**config.mk**
```make
export PLATFORM = sky130hd
export DESIGN_NAME = rx_byte_fifo
export DESIGN_NICKNAME = d
export VERILOG_FILES = /design/src/rtl/rx_byte_fifo.sv
export SDC_FILE = /design/constraint.sdc
export NUM_CORES = 1
export LEC_CHECK = 0
export CORE_UTILIZATION = 59
export CTS_CLUSTER_DIAMETER = 150
export DETAILED_ROUTE_END_ITERATION = 16
export PLACE_DENSITY = 0.8
export SETUP_SLACK_MARGIN = 0.02
export SYNTH_ARGS = -nofsm -noshare
export SYNTH_HDL_FRONTEND = slang
export SYNTH_SLANG_ARGS = --single-unit
```
**constraint.sdc**
```tcl
create_clock -name clock -period 7.1 [get_ports clock]
set_input_delay 2.13 -clock clock [delete_from_list [all_inputs] [get_ports clock]]
set_output_delay 2.13 -clock clock [all_outputs]
set_load 0.02 [all_outputs]
```
**src/rtl/rx_byte_fifo.sv**
```systemverilog
// Receive-side byte FIFO (first-word-fall-through) between the UART receiver
// and the command core, with overrun flag, saturating drop counter and watermark.
module rx_byte_fifo #(
   parameter int unsigned DEPTH = 16
) (
   input  logic                         clock,
   input  logic                         reset_n,
   input  logic [7:0]                   write_data_i,
   input  logic                         write_valid_i,
   output logic [7:0]                   read_data_o,
   output logic                         read_valid_o,
   input  logic                         read_ready_i,
   output logic [$clog2(DEPTH):0]       count_o,
   output logic                         full_o,
   output logic [$clog2(DEPTH):0]       high_water_o,
   output logic                         overrun_o,
   output logic [7:0]                   drop_count_o,
   input  logic                         overrun_clear_i
);

   localparam int unsigned AW = $clog2(DEPTH);
   localparam logic [AW:0] FULL_COUNT = (AW+1)'(DEPTH);

   logic [7:0]    mem [DEPTH];
   logic [AW-1:0] wr_ptr;
   logic [AW-1:0] rd_ptr;
   logic [AW:0]   count;
   logic [AW:0]   count_next;
   logic [AW:0]   high_water;
   logic          overrun;
   logic [7:0]    drops;
   logic          push;
   logic          pop;
   logic          drop;

   assign read_valid_o = (count != '0);
   assign full_o       = (count == FULL_COUNT);
   assign read_data_o  = mem[rd_ptr];
   assign count_o      = count;
   assign high_water_o = high_water;
   assign overrun_o    = overrun;
   assign drop_count_o = drops;

   // A pop frees the slot in the same cycle, so a full queue still accepts a byte.
   assign pop  = read_valid_o & read_ready_i;
   assign push = write_valid_i & (~full_o | pop);
   assign drop = write_valid_i & full_o & ~pop;

   always_comb begin
      count_next = count;
      if (push && !pop)
         count_next = count + 1'b1;
      else if (!push && pop)
         count_next = count - 1'b1;
   end

   always_ff @(posedge clock) begin
      if (push)
         mem[wr_ptr] <= write_data_i;
   end

   always_ff @(posedge clock or negedge reset_n) begin
      if (!reset_n) begin
         wr_ptr <= '0;
         rd_ptr <= '0;
         count  <= '0;
      end else begin
         if (push)
            wr_ptr <= wr_ptr + 1'b1;
         if (pop)
            rd_ptr <= rd_ptr + 1'b1;
         count <= count_next;
      end
   end

   // A drop in the same cycle as a clear takes priority and is counted as the first.
   always_ff @(posedge clock or negedge reset_n) begin
      if (!reset_n) begin
         high_water <= '0;
         overrun    <= 1'b0;
         drops      <= '0;
      end else begin
         if (overrun_clear_i)
            high_water <= count_next;
         else if (count_next > high_water)
            high_water <= count_next;

         if (drop)
            overrun <= 1'b1;
         else if (overrun_clear_i)
            overrun <= 1'b0;

         if (overrun_clear_i)
            drops <= drop ? 8'd1 : 8'd0;
         else if (drop && drops != 8'hFF)
            drops <= drops + 8'd1;
      end
   end

endmodule

```
* After elaboration in Yosys (flattened, before gate mapping)
Memories as Yosys holds them, arrays and structs flattened.
Index checks and enable logic that the tools add are counted.
** Word-level totals
- Bits in registers :: 27
- Bits in writable memories :: 128
- Bits of input ports :: 13
- Output and inout bits :: 29
- Logic and storage cells :: 42
- Memories kept :: 1
** Memories
- mem :: words 16, bits a word 8, read ports 1, clocked after memory_dff 0, write ports 1, RTL line 24 : logic [7:0] mem [DEPTH];
** Cells by class
- Add/sub/neg operators :: 5
- Magnitude comparators :: 1
- Eq/ne operators :: 2
- Multiplexer cells :: 11
- Bitwise logic cells :: 7
- Reduce and logical (&&, ||, !) cells :: 9
** Operators by type and width (number)
- $mux 5 :: 4
- $mux 8 :: 2
- $add 4x1->4 const B :: 2
- $add 8x1->8 const B :: 1
- $ne 8x8->1 const B :: 1
- $reduce_bool 2->1 :: 3
- $add 5x1->5 const B :: 1
- $eq 5x5->1 const B :: 1
- $gt 5x5->1 :: 1
- $mux 1 :: 5
- $reduce_bool 5->1 :: 1
- $sub 5x1->5 const B :: 1
- $and 1x1->1 :: 4
- $logic_and 1x1->1 :: 3
- $logic_not 1->1 :: 2
- $not 1->1 :: 2
- $or 1x1->1 :: 1

* Depth between registers and ports, before layout
- Depth in word-level cells :: 11
- Depth in mapped cells :: 13
- Depth with buffers taken out :: 13

* Least setup slack after synthesis
OpenSTA, ideal clock, no wires.
- Kind :: input port to flip-flop
- Start :: input write_valid_i
- End :: register high_water[0], in the netlist high_water_o[0]
- Arrival :: 4.296 ns
- Required time :: 6.975 ns
- Setup slack :: 2.679 ns
- Stages on the path :: 12
- Cell sequence :: buf_6 clkbuf_1 nand4_1 nor2_1 a21oi_1 a21oi_1 ha_1 and3_1 o21ai_0 nand3_1 a21oi_1 mux2_2
** On the way
- Cells in the longest elaborated chain, start to end :: 7
- Elaborated cells between the ends (all ways) :: 10
- Classes of those cells :: order compare (1); mux (4); bitwise (1); reduce/logical (4)
** RTL lines
- start, declared :: RTL line 9 : input logic write_valid_i,
- $and 1x1->1 * :: RTL line 46 : assign push = write_valid_i & (~full_o | pop);
- $logic_not 1->1 :: RTL line 53 : else if (!push && pop)
- $logic_and 1x1->1 :: RTL line 53
- $mux 5 :: RTL line 53
- $mux 5 * :: RTL line 51 : if (push && !pop)
- named net count_next[4] :: RTL line 28 : logic [AW:0] count_next;
- $gt 5x5->1 * :: RTL line 85 : else if (count_next > high_water)
- $reduce_bool 2->1 (no line) *
- end signal, assigned :: RTL line 84 : high_water <= count_next;
- end signal, assigned :: RTL line 86 : high_water <= count_next;
- end, declared :: RTL line 29 : logic [AW:0] high_water;
Mark *: on every way through the listed nets, which the timed path passes. The rest lies on a longest branch. The select of a mux whose other input is x is not followed.
A chain may end at the register's enable or synchronous reset.

* Final worst setup path
- Start :: register rd_ptr[0]
- End :: output read_data_o[1]
** On the way
- Cells in the longest elaborated chain, start to end :: 1
** RTL lines
- start, declared :: RTL line 26 : logic [AW-1:0] rd_ptr;
- start signal, assigned :: RTL line 71 : rd_ptr <= rd_ptr + 1'b1;
- $mem_v2 16x8
- end, declared :: RTL line 10 : output logic [7:0] read_data_o,
Every way passes these cells.

==> flow_results.xml <==
<?xml version="1.0" encoding="UTF-8"?>
<metrics>
  <group name="synth">
    <metric name="synthArstFlopShare" unit="%">17.42</metric>
    <metric name="synth_sequential_area_ratio" unit="%">69.54</metric>
    <metric name="yosys_most_used_dff" unit="">sky130_fd_sc_hd__edfxtp_1</metric>
    <metric name="synth_area_per_cell" unit="µm²">18.10</metric>
    <metric name="post_synth_instance_area" unit="µm²">6499</metric>
    <metric name="post_synthesis_cell_type_count" unit="">44</metric>
    <metric name="yosysWarningCount" unit="">0</metric>
    <metric name="syn_inst" unit="">359</metric>
    <metric name="synth_edf_count" unit="">128</metric>
    <metric name="synth_seq_cells" unit="">155</metric>
    <metric name="synthesis.nets" unit="">385</metric>
  </group>
  <group name="setup_path">
    <metric name="critical_path_arrival" unit="ns">3.38</metric>
    <metric name="crit_path_cell_trace" unit="">buf_4 &gt; mux4_2 &gt; mux4_2 &gt; clkdlybuf4s50_1</metric>
    <metric name="r2r_slack" unit="ns">3.68</metric>
    <metric name="timing.critical_path.slowest_stage_cell" unit="">sky130_fd_sc_hd__dfrtp_2</metric>
    <metric name="timing.setup.critical_path_class" unit="">reg -&gt; out</metric>
    <metric name="timing.reg2reg.worst_path_depth" unit="">12</metric>
    <metric name="r2r-end" unit="">high_water_o[4]$_DFFE_PN0P_</metric>
    <metric name="crit_path_start_kind" unit="">flop</metric>
    <metric name="critical_path_peak_fanout" unit="">20</metric>
    <metric name="worst_path_most_repeated_cell" unit="">sky130_fd_sc_hd__mux4_2</metric>
    <metric name="timing.critical_path.from" unit="">rd_ptr[0]$_DFFE_PN0N_</metric>
    <metric name="worstPathRequired" unit="ns">4.97</metric>
    <metric name="endpoint_kind" unit="">primary output</metric>
    <metric name="crit_path_max_incr_delay" unit="ns">0.72</metric>
    <metric name="critical_path.reg2reg.startpoint" unit="">count_o[1]$_DFF_PN0_</metric>
  </group>
  <group name="floorplan">
    <metric name="num_rows" unit="">37</metric>
    <metric name="die-area" unit="µm²">11440</metric>
    <metric name="placeableCoreArea" unit="µm²">10510</metric>
    <metric name="die-height" unit="µm">107.0</metric>
    <metric name="die_w" unit="µm">107.0</metric>
    <metric name="top_level_ports" unit="">42</metric>
    <metric name="initial_utilization" unit="%">61.84</metric>
  </group>
  <group name="timing">
    <metric name="max_slew_headroom_at_the_worst_pin" unit="%">38.34</metric>
    <metric name="timing.clock.skew" unit="ns">0.005103</metric>
    <metric name="timing.final.hold_violations" unit="">0</metric>
    <metric name="transition_time_at_the_pin_with_the_least_slew_margin" unit="ns">0.9215</metric>
    <metric name="setup_tns" unit="ns">0</metric>
    <metric name="timing.final.crit_share" unit="%">77.64</metric>
    <metric name="maxClockFrequency" unit="GHz">0.1814</metric>
    <metric name="setup-violations-final" unit="">0</metric>
    <metric name="setup_repair_after_global_routing_missed_its_margin" unit="">false</metric>
    <metric name="timing.final.max_slew_violations" unit="">0</metric>
    <metric name="finalCriticalPeriod" unit="ns">5.513</metric>
  </group>
  <group name="global_route">
    <metric name="grt_antenna_before_repair" unit="">0</metric>
    <metric name="grt_start_max_net_pins" unit="">36</metric>
    <metric name="number_of_global_route_vias_before_repair" unit="">3596</metric>
    <metric name="grt_usage" unit="%">25.69</metric>
    <metric name="grt-ovfl-total" unit="">0</metric>
    <metric name="grt_pass1_wl" unit="µm">20380</metric>
  </group>
  <group name="clocking">
    <metric name="clock-sinks" unit="">155</metric>
    <metric name="cts.hold.buffers_added" unit="">0</metric>
    <metric name="cts_tree" unit="">done</metric>
    <metric name="clkLatencyLatePin" unit="ns">0.53</metric>
    <metric name="clkSlewWorstSetupHoldPaths" unit="ns">0.06</metric>
    <metric name="post_cts_buffers" unit="">0</metric>
    <metric name="post_cts_resize_count" unit="">0</metric>
    <metric name="ctsLongestPathBuffers" unit="">2</metric>
    <metric name="ctsRootBufferMaster" unit="">sky130_fd_sc_hd__clkbuf_8</metric>
    <metric name="cts-buffers-inserted" unit="">17</metric>
    <metric name="clock_tree.htree_level_count" unit="">4</metric>
  </group>
  <group name="final_layout">
    <metric name="seqCellArea" unit="µm²">4522</metric>
    <metric name="layout_common_cells" unit="">sky130_fd_sc_hd__edfxtp_1, sky130_fd_sc_hd__clkdlybuf4s50_1, sky130_fd_sc_hd__mux4_2</metric>
    <metric name="layout.filler_cells" unit="">589</metric>
    <metric name="postLayoutCoreUtil" unit="%">72.45</metric>
    <metric name="layout_cell_share_with_drive_strength_beyond_1" unit="%">21.77</metric>
    <metric name="antenna_cells" unit="">0</metric>
    <metric name="nNetsFinal" unit="">431</metric>
    <metric name="flow.area_growth_from_synthesis" unit="%">17.15</metric>
    <metric name="combined_area_of_the_multi_input_logic_cells" unit="µm²">1831</metric>
    <metric name="layout_commonest_cell" unit="">sky130_fd_sc_hd__edfxtp_1</metric>
  </group>
  <group name="power_and_ir_drop">
    <metric name="leakage" unit="nW">2.586</metric>
    <metric name="p_per_area" unit="nW/µm²">412.6</metric>
    <metric name="worst_ir_drop_vdd" unit="mV">0.2400</metric>
  </group>
  <group name="min_path">
    <metric name="holdPathEnd" unit="">overrun_o$_DFFE_PN0P_</metric>
    <metric name="worst_hold_startpoint" unit="">overrun_o$_DFFE_PN0P_</metric>
    <metric name="worst_hold_path.num_cells" unit="">2</metric>
    <metric name="hp-class" unit="">reg -&gt; reg</metric>
  </group>
  <group name="detailed_routing">
    <metric name="num_vias" unit="">3474</metric>
    <metric name="first_iter_violations" unit="">244</metric>
    <metric name="drt_pass1_iterations" unit="">5</metric>
    <metric name="final_antenna_net_count" unit="">0</metric>
    <metric name="vias_per_cell" unit="">6.271</metric>
    <metric name="wl_per_cell" unit="µm">23.75</metric>
    <metric name="drc_errors" unit="">0</metric>
    <metric name="postRouteWirelength" unit="µm">13160</metric>
  </group>
  <group name="outcome">
    <metric name="result_of_the_run" unit="">finished, final reports clean</metric>
  </group>
  <group name="placed_design">
    <metric name="io_buffers" unit="">41</metric>
    <metric name="place.gp.congestion" unit="">0.8010</metric>
    <metric name="dp_hpwl" unit="µm">8065</metric>
  </group>
  <group name="flow_run">
    <metric name="max-cap-violations" unit="">0</metric>
  </group>
</metrics>
kinds of logic (layout without fill, tap and decap cells):
group	after synthesis	count (layout)	synth area share, %
buffers and inverters	31	90	2.291
adder cells (fa/ha/maj)	13	13	2.503
flip-flops	155	155	69.54
AO/OA/AOI/OAI	27	27	2.984
AND/OR/NAND/NOR	72	72	5.680
XOR/XNOR	12	12	1.617
multiplexers	49	49	15.38
metal layers:
| layer | wire length (µm) | part of all wire [%] | track usage [%] |
|---|---|---|---|
| met1 | 5150 | 39 | 33.51 |
| met2 | 6655 | 51 | 41.84 |
| met3 | 1066 | 8.1 | 6.687 |
| met4 | 282 | 2.1 | 9.883 |
| met5 | 0 | 0 | 0 |
cell usage after synthesis, drive strengths merged (7+ instances only):
library cell / number / area, µm²
ha: 13 / 162.7
mux4: 40 / 900.9
inv: 11 / 41.29
nand3: 9 / 50.05
nand2: 12 / 45.04
a21oi: 7 / 35.03
clkbuf: 11 / 52.54
dfrtp: 27 / 675.7
edfxtp: 128 / 3844
o21ai: 7 / 35.03
mux2: 7 / 78.83
nor3: 7 / 35.03
xnor2: 10 / 87.58
nor2: 22 / 82.58
buf: 9 / 55.05
where the power goes:
group	switching, W	total [W]	internal (W)	leakage [nW]
logic	0.000446	0.000959	0.000513	0.799
clock network	0.000385	0.000898	0.000513	0.288
registers	0.000175	0.00128	0.00111	1.50
total	0.00101	0.00314	0.00214	2.59
stage by stage:
step	hold slack [ns]	instances	power, W	instance area [µm²]	setup slack (ns)
global placement	0.5130	522	0.002215	7019	1.793
global route	0.5663	554	0.003274	7614	1.421
floorplan	0.5877	359	0.001918	6499	2.679
finish	0.5276	554	0.003142	7614	1.587
detailed placement	0.5227	522	0.002252	7019	1.636
CTS	0.5340	554	0.003163	7614	1.499
registers in the layout, indices dropped and copies added (netlist names):
name,count
overrun_o,1
mem,128
wr_ptr,4
drop_count_o,8
high_water_o,5
rd_ptr,4
count_o,5
how the worst max path moves through the flow:
stage                                        endpoint  slack (ns)
after floorplan           high_water_o[0]$_DFFE_PN0P_        2.68
after global placement    high_water_o[4]$_DFFE_PN0P_        1.79
after detailed placement  high_water_o[4]$_DFFE_PN0P_        1.64
after CTS                              read_data_o[1]        1.50
after global routing                   read_data_o[3]        1.42
final                                  read_data_o[1]        1.59
final cells by class:
cell class              count  share of cell area [%]
clock buffers              17                   5.440
flip-flops and latches    155                   59.39
multi-input cells         173                   24.04
well taps                 136                   2.235
inverters                  11                  0.5423
repair buffers             47                   5.982
clock inverters            15                   2.366
critical path, delay by kind of cell (launching register included):
| family | cells | cell delay [ns] |
|---|---|---|
| buffers and inverters | 2 | 1.04 |
| DFF | 1 | 0.72 |
| muxes | 2 | 1.10 |
(Power assumes the default switching activity.)
